`config.mk`:
```
export PLATFORM = sky130hd
export DESIGN_NAME = out_frame_arbiter_flat
export DESIGN_NICKNAME = d
export VERILOG_FILES = /design/src/rtl/ofa_pkg.sv /design/src/rtl/out_frame_arbiter_if.sv /design/src/rtl/out_frame_arbiter_rr_pick.sv /design/src/rtl/out_frame_arbiter.sv /design/src/flat_wrapper.sv
export SDC_FILE = /design/constraint.sdc
export NUM_CORES = 1
export LEC_CHECK = 0
export ABC_AREA = 1
export CAP_MARGIN = 20
export CORE_ASPECT_RATIO = 1.4
export CORE_MARGIN = 5
export CORE_UTILIZATION = 47
export CTS_CLUSTER_DIAMETER = 80
export DETAILED_ROUTE_END_ITERATION = 8
export PLACE_DENSITY = 0.81
export SLEW_MARGIN = 40
export SYNTH_ARGS = -nofsm -noshare
export SYNTH_HDL_FRONTEND = slang
export SYNTH_SLANG_ARGS = --single-unit
```
`constraint.sdc`:
```
create_clock -name clk -period 2.18 [get_ports clk]
set_input_delay 0.436 -clock clk [delete_from_list [all_inputs] [get_ports clk]]
set_output_delay 0.436 -clock clk [all_outputs]
set_load 0.03 [all_outputs]
```
`src/rtl/ofa_pkg.sv`:
```
// Shared definitions for out_frame_arbiter.
//   state_e        : arbiter FSM encodings
//   NUM_SRC_MAX    : largest supported source count
//   idx_w()        : width of a source index for a given source count
package ofa_pkg;

  typedef enum logic [1:0] {
    S_IDLE    = 2'd0,
    S_WAIT    = 2'd1,
    S_FORWARD = 2'd2,
    S_GAP     = 2'd3
  } state_e;

  localparam int NUM_SRC_MAX = 8;
  localparam int IDX_W_MAX   = $clog2(NUM_SRC_MAX);

  // Index width for n sources; never less than 1 bit.
  function automatic int idx_w(input int n);
    return (n > 1) ? $clog2(n) : 1;
  endfunction

endpackage

```
`src/rtl/out_frame_arbiter_if.sv`:
```
// Bus bundle between the message generators, the arbiter and bus_interface.
//   src_req/src_data/src_data_latch/src_frame_valid : per-source request and frame
//   src_gnt                                         : one-hot grant back to sources
//   out_frame_*                                     : merged frame towards bus_interface
//   timeout_pulse                                   : grant revoked by timeout
// slave  = arbiter side, master = sources / bus_interface side.
interface out_frame_arbiter_if #(
  parameter int NUM_SRC = 4
);
  logic [NUM_SRC-1:0]   src_req;
  logic [NUM_SRC-1:0]   src_gnt;
  logic [8*NUM_SRC-1:0] src_data;
  logic [NUM_SRC-1:0]   src_data_latch;
  logic [NUM_SRC-1:0]   src_frame_valid;
  logic [7:0]           out_frame_data;
  logic                 out_frame_data_latch;
  logic                 out_frame_valid;
  logic                 timeout_pulse;

  modport slave (
    input  src_req, src_data, src_data_latch, src_frame_valid,
    output src_gnt, out_frame_data, out_frame_data_latch, out_frame_valid,
           timeout_pulse
  );

  modport master (
    output src_req, src_data, src_data_latch, src_frame_valid,
    input  src_gnt, out_frame_data, out_frame_data_latch, out_frame_valid,
           timeout_pulse
  );
endinterface

```
`src/rtl/out_frame_arbiter_rr_pick.sv`:
```
// rr_pick: combinational round-robin picker.
//   req_i     : request vector
//   ptr_i     : search start position
//   win_oh_o  : one-hot winner (0 when no request)
//   win_idx_o : winner index
//   any_req_o : at least one request present
module rr_pick
  import ofa_pkg::*;
#(
  parameter int NUM_SRC = 4,
  parameter int IDX_W   = idx_w(NUM_SRC)
) (
  input  logic [NUM_SRC-1:0] req_i,
  input  logic [IDX_W-1:0]   ptr_i,
  output logic [NUM_SRC-1:0] win_oh_o,
  output logic [IDX_W-1:0]   win_idx_o,
  output logic               any_req_o
);

  int             j;
  logic [IDX_W-1:0] jj;
  logic           found;

  // Walk ptr, ptr+1, ... wrapping at NUM_SRC; first set bit wins.
  always_comb begin
    win_oh_o  = '0;
    win_idx_o = '0;
    any_req_o = |req_i;
    found     = 1'b0;
    j         = 0;
    jj        = '0;
    for (int i = 0; i < NUM_SRC; i++) begin
      j = int'(ptr_i) + i;
      if (j >= NUM_SRC) j = j - NUM_SRC;
      jj = IDX_W'(j);
      if (!found && req_i[jj]) begin
        found        = 1'b1;
        win_idx_o    = jj;
        win_oh_o[jj] = 1'b1;
      end
    end
  end

endmodule

```
`src/rtl/out_frame_arbiter.sv`:
```
// out_frame_arbiter: round-robin, frame-atomic sharing of the outbound frame
// path of bus_interface between NUM_SRC message generators.
//   clk   : system clock
//   reset : synchronous active-high reset
//   bus   : out_frame_arbiter_if.slave (source requests/frames in, grant and
//           merged frame out, timeout pulse out); all outputs registered.
module out_frame_arbiter
  import ofa_pkg::*;
#(
  parameter int NUM_SRC       = 4,
  parameter int GRANT_TIMEOUT = 64,
  parameter int TMR_W         = 7,
  parameter int GAP_CYCLES    = 1
) (
  input  logic                clk,
  input  logic                reset,
  out_frame_arbiter_if.slave  bus
);

  localparam int IDX_W = idx_w(NUM_SRC);

  state_e               state_q;
  logic [NUM_SRC-1:0]   gnt_q;
  logic [IDX_W-1:0]     g_idx_q;
  logic [IDX_W-1:0]     ptr_q;
  logic [TMR_W-1:0]     timer_q;
  logic [7:0]           out_d_q;
  logic                 out_l_q;
  logic                 out_v_q;
  logic                 timeout_q;

  logic [NUM_SRC-1:0]   win_oh;
  logic [IDX_W-1:0]     win_idx;
  logic                 any_req;
  logic [IDX_W-1:0]     ptr_d;

  logic [NUM_SRC-1:0][7:0] data_v;
  logic                 sel_req, sel_fv, sel_latch;
  logic [7:0]           sel_data;

  rr_pick #(.NUM_SRC(NUM_SRC), .IDX_W(IDX_W)) u_pick (
    .req_i     (bus.src_req),
    .ptr_i     (ptr_q),
    .win_oh_o  (win_oh),
    .win_idx_o (win_idx),
    .any_req_o (any_req)
  );

  // Only the granted source's inputs are ever looked at.
  assign data_v    = bus.src_data;
  assign sel_req   = bus.src_req[g_idx_q];
  assign sel_fv    = bus.src_frame_valid[g_idx_q];
  assign sel_latch = bus.src_data_latch[g_idx_q];
  assign sel_data  = data_v[g_idx_q];

  assign ptr_d = (win_idx == IDX_W'(NUM_SRC - 1)) ? '0 : win_idx + IDX_W'(1);

  // timer_q counts WAIT cycles against the grant timeout and is reused to
  // count idle cycles in GAP; the two uses never overlap.
  always_ff @(posedge clk) begin
    if (reset) begin
      state_q   <= S_IDLE;
      gnt_q     <= '0;
      g_idx_q   <= '0;
      ptr_q     <= '0;
      timer_q   <= '0;
      out_d_q   <= '0;
      out_l_q   <= 1'b0;
      out_v_q   <= 1'b0;
      timeout_q <= 1'b0;
    end else begin
      timeout_q <= 1'b0;
      out_d_q   <= '0;
      out_l_q   <= 1'b0;
      out_v_q   <= 1'b0;
      case (state_q)
        S_IDLE: begin
          if (any_req) begin
            gnt_q   <= win_oh;
            g_idx_q <= win_idx;
            ptr_q   <= ptr_d;
            timer_q <= '0;
            state_q <= S_WAIT;
          end
        end
        S_WAIT: begin
          if (sel_fv) begin
            // First byte may arrive with the rising envelope; forward it now.
            out_v_q <= 1'b1;
            out_d_q <= sel_data;
            out_l_q <= sel_latch;
            state_q <= S_FORWARD;
          end else if (!sel_req) begin
            gnt_q   <= '0;
            timer_q <= '0;
            state_q <= S_GAP;
          end else if (timer_q == TMR_W'(GRANT_TIMEOUT - 1)) begin
            gnt_q     <= '0;
            timer_q   <= '0;
            timeout_q <= 1'b1;
            state_q   <= S_GAP;
          end else begin
            timer_q <= timer_q + TMR_W'(1);
          end
        end
        S_FORWARD: begin
          out_v_q <= sel_fv;
          out_d_q <= sel_data;
          out_l_q <= sel_latch & sel_fv;
          if (!sel_fv) begin
            gnt_q   <= '0;
            timer_q <= '0;
            state_q <= S_GAP;
          end
        end
        S_GAP: begin
          if (timer_q == TMR_W'(GAP_CYCLES - 1)) begin
            timer_q <= '0;
            state_q <= S_IDLE;
          end else begin
            timer_q <= timer_q + TMR_W'(1);
          end
        end
        default: state_q <= S_IDLE;
      endcase
    end
  end

  assign bus.src_gnt              = gnt_q;
  assign bus.out_frame_data       = out_d_q;
  assign bus.out_frame_data_latch = out_l_q;
  assign bus.out_frame_valid      = out_v_q;
  assign bus.timeout_pulse        = timeout_q;

endmodule

```
`src/flat_wrapper.sv`:
```
// flat-port wrapper written by rule: the top's interface ports become plain ports
module out_frame_arbiter_flat import ofa_pkg::*;
#(
  parameter int NUM_SRC       = 4,
  parameter int GRANT_TIMEOUT = 64,
  parameter int TMR_W         = 7,
  parameter int GAP_CYCLES    = 1
)
  (clk, reset, bus_src_req, bus_src_data, bus_src_data_latch, bus_src_frame_valid, bus_src_gnt, bus_out_frame_data, bus_out_frame_data_latch, bus_out_frame_valid, bus_timeout_pulse);
  out_frame_arbiter_if #(.NUM_SRC(NUM_SRC)) bus_i ();
  input  logic clk;
  input  logic reset;
  input wire logic [$bits(bus_i.src_req)-1:0] bus_src_req;
  input wire logic [$bits(bus_i.src_data)-1:0] bus_src_data;
  input wire logic [$bits(bus_i.src_data_latch)-1:0] bus_src_data_latch;
  input wire logic [$bits(bus_i.src_frame_valid)-1:0] bus_src_frame_valid;
  output wire logic [$bits(bus_i.src_gnt)-1:0] bus_src_gnt;
  output wire logic [$bits(bus_i.out_frame_data)-1:0] bus_out_frame_data;
  output wire logic [$bits(bus_i.out_frame_data_latch)-1:0] bus_out_frame_data_latch;
  output wire logic [$bits(bus_i.out_frame_valid)-1:0] bus_out_frame_valid;
  output wire logic [$bits(bus_i.timeout_pulse)-1:0] bus_timeout_pulse;
  assign bus_i.src_req = bus_src_req;
  assign bus_i.src_data = bus_src_data;
  assign bus_i.src_data_latch = bus_src_data_latch;
  assign bus_i.src_frame_valid = bus_src_frame_valid;
  assign bus_src_gnt = bus_i.src_gnt;
  assign bus_out_frame_data = bus_i.out_frame_data;
  assign bus_out_frame_data_latch = bus_i.out_frame_data_latch;
  assign bus_out_frame_valid = bus_i.out_frame_valid;
  assign bus_timeout_pulse = bus_i.timeout_pulse;
  out_frame_arbiter #(.NUM_SRC(NUM_SRC), .GRANT_TIMEOUT(GRANT_TIMEOUT), .TMR_W(TMR_W), .GAP_CYCLES(GAP_CYCLES)) u_core (.clk(clk), .reset(reset), .bus(bus_i));
endmodule
```
==> flow_summary.yaml, run 1 <==
outcome:
  status: "finished, final reports clean"
cts:
  path_clk_slew_ns: 0.09
  cts.sinks: 28
  cts-root-buf: "clkbuf_8"
  numCtsBuffers: 3
  cts_buffer_depth: 2
  htree_levels: 1
  insertion_delay_ns: 0.27
  cts_tree: "yes"
worst_hold_path:
  holdPathEnd: "u_core.bus.src_gnt[3]"
  hold_class: "register to register"
  min_path_cells: 2
  min_from: "u_core.bus.src_gnt[3]"
pwr:
  switchingPower_w: 0.00154
  p_seq_share_pct: 22.6
  vdd_drop_max_mv: 0.526
  p_leak_nw: 1.14
  comb_power_share_pct: 67.0
  switching_share_pct: 49.5
  pwr_density_cell_nw_per_um2: 1150
  clockPowerShare_pct: 10.5
  internal_power_w: 0.00157
floorplanning:
  die-area_um2: 5580
  die_x_um: 64.6
  core.rowCount: 27
  coreArea_um2: 3990
  fp.dieH_um: 86.4
  io_pins: 61
  start_util_pct: 49.1
critical_path:
  path_max_fanout: 11
  end_kind: "register"
  path_class: "register to register"
  rr_endpoint: "u_core.ptr_q[1]"
  cp_data_required_time_ns: 2.35
  cp-start-kind: "register"
  r2r_cells: 13
  worst-endpoint-arrival_ns: 2.12
  r2r_setup_slack_ns: 0.23
drt:
  first_pass_iters: 4
  routed_wl_um: 5240
  wl_met2_um: 2800
  vias_per_cell: 5.20
  drc: 0
  dr_wl_met3_um: 174
  routed.top_layer: "met4"
  drtAntennaViolNets: 0
  wire_per_inst_um: 12.8
  vias: 2121
  drt_iter0_drc: 164
  drt-met1-wl_um: 2110
synthesis:
  synth_edf_count: 0
  yosys.cell_types.count: 36
  synth_seq_cells: 28
  syn_avg_cell_area_um2: 6.55
  synthesis.nets: 358
  ys_warn_count: 0
  yosysSeqAreaShare_pct: 28.6
  synth_area_um2: 1960
  synth-async-reset-ratio_pct: 0
  synth_ff_type: "dfxtp_1"
  syn-instance-count: 299
global_routing:
  antenna_found_initial: 0
  grt_pass1_vias: 2056
  grt_overflow: 0
  grt_max_degree: 24
  grt_usage_pct: 19.6
  grt_pass1_wl_um: 8760
sta:
  fin_skew_ns: 0.00671
  slew_violations: 0
  slew_headroom_pct: 51.1
  rsz0062_at_grt: "no"
  clock.fmax_mhz: 512
  min_period_ns: 1.95
  hold_viol: 0
  finalSetupViolations: 0
  tightest_slew_ns: 0.730
  fin_crit_sh_pct: 89.6
placed_design:
  hpwl_um: 4210
  postPlaceCellArea_um2: 2650
  portBuffers: 60
  globalplace.congestion: 0.887
cells_and_area:
  utilization_pct: 67.9
  postLayoutCellArea_um2: 2710
  drive_gt1_share_pct: 10.7
  areaGrowthSynthToFinish_pct: 38.3
  nets: 425
  diodes: 0
run:
  max_cap_viol_count: 0
[worst max-delay path by stage]
stage	slack, ns	to	startpoint
floorplan	0.24	u_core.ptr_q[1]	u_core.ptr_q[1]
global placement	-0.009	u_core.bus.src_gnt[1]	bus_src_req[0]
CTS	0.15	u_core.ptr_q[1]	register
detailed placement	-0.04	u_core.timer_q[2]	bus_src_req[0]
global route	0.04	u_core.ptr_q[1]	register
finish	0.23	u_core.ptr_q[1]	register
[layer usage]
metal / track usage (%) / vias to the layer above
met5: 0 / -
met4: 8.27 / 0
met3: 2.72 / 10
met2: 36.7 / 42
met1: 21.6 / 957
li1: - / 1112
[layout by cell type, fill, tap and decap left out, types with 5 or more instances in the layout]
cell             count
clkdlybuf4s50_1     60
dfxtp_1             27
inv_1               21
nor3_1               5
a21oi_1             22
nor2_1              52
nand3_1             19
nand4_1              5
o21ai_0             25
nand2_2              6
ha_1                13
buf_4               10
nand2_1             64
[worst max-delay path, cell delays in order, from the launching register on]
cell and delay [ns]:
dfxtp_2 0.38, inv_6 0.07, ha_1 0.37, inv_1 0.09, nand3_1 0.10, nand2_2 0.12
nor2_4 0.19, nand2_1 0.07, nand3_1 0.10, nand2_1 0.09, nand3_1 0.09, nand2_1 0.05
nor2_1 0.09, nor2_1 0.04
[area by class of cell]
class	instances	area [µm²]
Inverter	26	104
Sequential cell	28	562
Fill cell	373	1280
Multi-Input combinational cell	237	1260
Clock buffer	4	55.1
Tap cell	43	53.8
Timing Repair Buffer	70	676
[through the flow]
| stage | hold WS, ns | instances | setup slack [ns] | TNS [ns] | power [W] |
|---|---|---|---|---|---|
| final | 0.470 | 408 | 0.227 | 0 | 0.00310 |
| after global routing | 0.497 | 408 | 0.0444 | 0 | 0.00339 |
| after CTS | 0.474 | 408 | 0.150 | 0 | 0.00310 |
| after detailed placement | 0.461 | 404 | -0.0426 | -0.210 | 0.00277 |
| after global placement | 0.456 | 404 | -0.00859 | -0.0149 | 0.00273 |
| after floorplan | 0.462 | 299 | 0.242 | 0 | 0.00221 |
[flip-flops by register name, summed over array words and instances (netlist names), named ones only]
signal,count
u_core.bus.out_frame_data,8
u_core.timer_q,7
u_core.bus.src_gnt,4
u_core.g_idx_q,2
u_core.state_q,2
u_core.bus.out_frame_data_latch,1
u_core.bus.out_frame_valid,1
u_core.bus.timeout_pulse,1
u_core.ptr_q,1
[power by group through the flow]
stage | Combinational, W | Clock, W | Sequential (W)
after global placement | 0.00203 | 0 | 0.000708
after floorplan | 0.00137 | 0 | 0.000833
after detailed placement | 0.00206 | 0 | 0.000710
final | 0.00208 | 0.000325 | 0.000701
after global routing | 0.00233 | 0.000352 | 0.000715
after CTS | 0.00207 | 0.000331 | 0.000699
[cells in the mapped netlist, types with 5 or more instances]
library cell / count / area (µm²)
a21oi_1: 22 / 110
dfxtp_1: 28 / 561
ha_1: 13 / 163
inv_1: 21 / 78.8
nand2_1: 64 / 240
nand2_2: 6 / 37.5
nand3_1: 19 / 95.1
nand4_1: 5 / 31.3
nor2_1: 52 / 195
nor3_1: 5 / 25.0
o21ai_0: 25 / 125
[kinds of logic (layout without fill, tap and decap cells)]
kind of cell	count (synthesis)	after routing	share of synthesized area (%)
AOI/OAI and AO/OA	60	60	16.9
DFF	28	28	28.6
and+or+nand+nor	163	163	38.3
adders and majority gates	13	13	8.31
xor gates and xnor gates	1	1	0.447
buffers and inverters	34	100	7.41
[what timing repair did]
action | in CTS | in global routing
hold buffers | 0 | 0
setup endpoints to repair | 0 | 1
buffers inserted | 0 | 0
resized for setup | 0 | 2
(Power assumes the default switching activity.)
==> inputs of run 2 (changes only) <==
Settings changed: CORE_UTILIZATION 47 to 45, PLACE_DENSITY 0.81 to 0.76, SYNTH_HIERARCHICAL set to 1.
==> flow_summary.yaml, run 2 <==
cells_and_area:
  seqCellArea_um2: 561
  fillers: 468
  nets: 476
  drive_gt1_share_pct: 12.3
  final_cell_mix: "nor2_1, nand2_1, clkdlybuf4s50_1"
  largest_register_ffs: 8
  final_cells: 480
  diodes: 0
  multiInputGateArea_um2: 1440
  postLayoutCellArea_um2: 3040
  areaGrowthSynthToFinish_pct: 39.1
synthesis:
  synth.most_common_cell: "nor2_1"
  synth_area_um2: 2180
  synth_edf_count: 0
  synth.top_cell.area_share_pct: 25.7
  synth_ff_type: "dfxtp_1"
  synth-async-reset-ratio_pct: 0
  yosysTopAreaCell: "dfxtp_1"
  synth_seq_cells: 28
  yosys.cell_types.count: 32
  yosysSeqAreaShare_pct: 25.7
  synthesis.nets: 401
  synthTopCellsByCount: "nor2_1, nand2_1, nand3_1"
  ys_warn_count: 6
  syn_avg_cell_area_um2: 6.38
  synth.area.top_cells: "dfxtp_1, nor2_1, nand2_1, nand3_1, ha_1"
  syn-instance-count: 342
sta:
  slew_violations: 0
  hold_ws_ns: 0.500
  fin_tns_setup_ns: 0
  rsz0062_at_grt: "no"
  fin_crit_sh_pct: 93.6
  clock.fmax_mhz: 490
  finalSetupViolations: 0
  min_period_ns: 2.04
  slew_headroom_pct: 70.5
  tightest_slew_ns: 0.441
  fin_skew_ns: 0.00572
  hold_viol: 0
pwr:
  clockPowerShare_pct: 10.5
  p_leak_nw: 1.39
  vdd_drop_max_mv: 1.12
  internal_power_w: 0.00199
  switchingPower_w: 0.00197
  p_seq_share_pct: 17.9
  p_total_w: 0.00396
  comb_power_share_pct: 71.7
  switching_share_pct: 49.8
  pwr_density_cell_nw_per_um2: 1310
floorplanning:
  start_util_pct: 45.8
  die_x_um: 68.9
  fp.dieH_um: 92.4
  die-area_um2: 6360
  coreArea_um2: 4770
  io_pins: 61
  core.rowCount: 30
cts:
  cts-root-buf: "clkbuf_8"
  cts_buffer_depth: 2
  numCtsBuffers: 3
  cts_setup_buffers: 0
  path_clk_slew_ns: 0.10
  cts_resized: 0
  cts.sinks: 28
  cts_tree: "yes"
  htree_levels: 1
  ctsHoldBuffers: 0
  insertion_delay_ns: 0.28
drt:
  routed_wl_um: 6220
  wire_per_inst_um: 13.0
  drt_iter0_drc: 150
  drc: 0
  vias_per_cell: 5.06
  drtAntennaViolNets: 0
  vias: 2431
  first_pass_iters: 5
critical_path:
  cp_slowest_stage_delay_ns: 0.34
  cpMostUsedCell: "nor2_1"
  cp_data_required_time_ns: 2.36
  end_kind: "register"
  path_class: "register to register"
  rr_startpoint: "u_core/ptr_q[1]"
  cp-start-kind: "register"
  worst-endpoint-arrival_ns: 2.22
  critical_path.startpoint: "u_core/ptr_q[1]"
  slowest_stage: "dfxtp_1"
  path_max_fanout: 4
  crit_chain: "bufinv_8 > ha_4 > inv_2 > nand3_1 > nand2_1 > nand3_1 > nor2_2 > nor2_1 > nor2_1 > ha_1 > o21ai_0 > nor2_1"
global_routing:
  antenna_found_initial: 0
  grt_usage_pct: 20.2
  grt_overflow: 0
  grt_max_degree: 24
  grt_pass1_wl_um: 10100
  grt_pass1_vias: 2321
worst_hold_path:
  min_from: "u_core/bus.src_gnt[2]"
  hold_class: "register to register"
placed_design:
  dp_cells: 476
  globalplace.congestion: 0.879
  postPlaceCellArea_um2: 2950
  hpwl_um: 4870
  portBuffers: 60
outcome:
  status: "finished, final reports clean"
run:
  max_cap_viol_count: 0
==> run 2: cell types whose count changed in the layout (fill, tap and decap cells not counted), sizes merged, moves of 5 or more <==
cell and change:
nand3 +26, nor2 +20, buf +9, nand2 +7, nor3 -6, inv +5
==> run 2: routing by layer <==
metal  GRT usage, %  vias up  share of wire, %  routed length (µm)
met5              0        -                 0                   0
met4           6.34        0               2.1                 132
met3           1.58       10               5.5                 340
met2           39.6       69                55                3440
met1           21.2     1103                37                2300
li1               -     1249                 -                   -
==> run 2: per-stage QoR <==
stage                     util [%]  setup slack (ns)
after floorplan                  -            0.0102
after global placement        61.9           -0.0426
after detailed placement      61.9            -0.101
after CTS                     63.4            0.0169
after global routing          63.7            0.0255
final                         63.7             0.139
==> run 2: path summary, 6_finish.rpt <==
| kind | to | slack [ns] | depth (start not counted) |
|---|---|---|---|
| max | u_core/ptr_q[1] | 0.14 | 12 |
| min reg2reg | u_core/bus.src_gnt[2] | 0.50 | 2 |
| max reg2reg | u_core/ptr_q[1] | 0.14 | 12 |
| min | u_core/bus.src_gnt[2] | 0.50 | 2 |
==> run 2: critical path, delay by kind of cell (launching register included) <==
| kind | cells | cell delay, ns |
|---|---|---|
| AOI/OAI and AO/OA | 1 | 0.16 |
| and+or+nand+nor | 7 | 0.70 |
| DFF | 1 | 0.34 |
| adders and majority gates | 2 | 0.48 |
| buffers and inverters | 2 | 0.27 |
==> run 2: layout make-up <==
cell class / count / area share (%)
Clock buffer: 3 / 1.36
Clock inverter: 1 / 0.989
Inverter: 31 / 4.53
Tap cell: 64 / 2.64
Multi-Input combinational cell: 274 / 47.5
Sequential cell: 28 / 18.5
Timing Repair Buffer: 79 / 24.5
==> run 2: power groups by stage <==
stage               Combinational (W)  Sequential [W]  Clock, W
floorplan                     0.00187        0.000830         0
global placement              0.00271        0.000716         0
detailed placement            0.00275        0.000720         0
CTS                           0.00278        0.000708  0.000419
global route                  0.00319        0.000722  0.000443
finish                        0.00284        0.000708  0.000414
==> run 2: cell families (layout without fill, tap and decap cells) <==
| kind of cell | count (synthesis) | count (layout) | synth area share, % |
|---|---|---|---|
| AOI/OAI and AO/OA | 55 | 55 | 13.6 |
| xor gates and xnor gates | 1 | 1 | 0.401 |
| adders and majority gates | 13 | 13 | 7.45 |
| buffers and inverters | 40 | 114 | 8.89 |
| DFF | 28 | 28 | 25.7 |
| and+or+nand+nor | 205 | 205 | 44.0 |
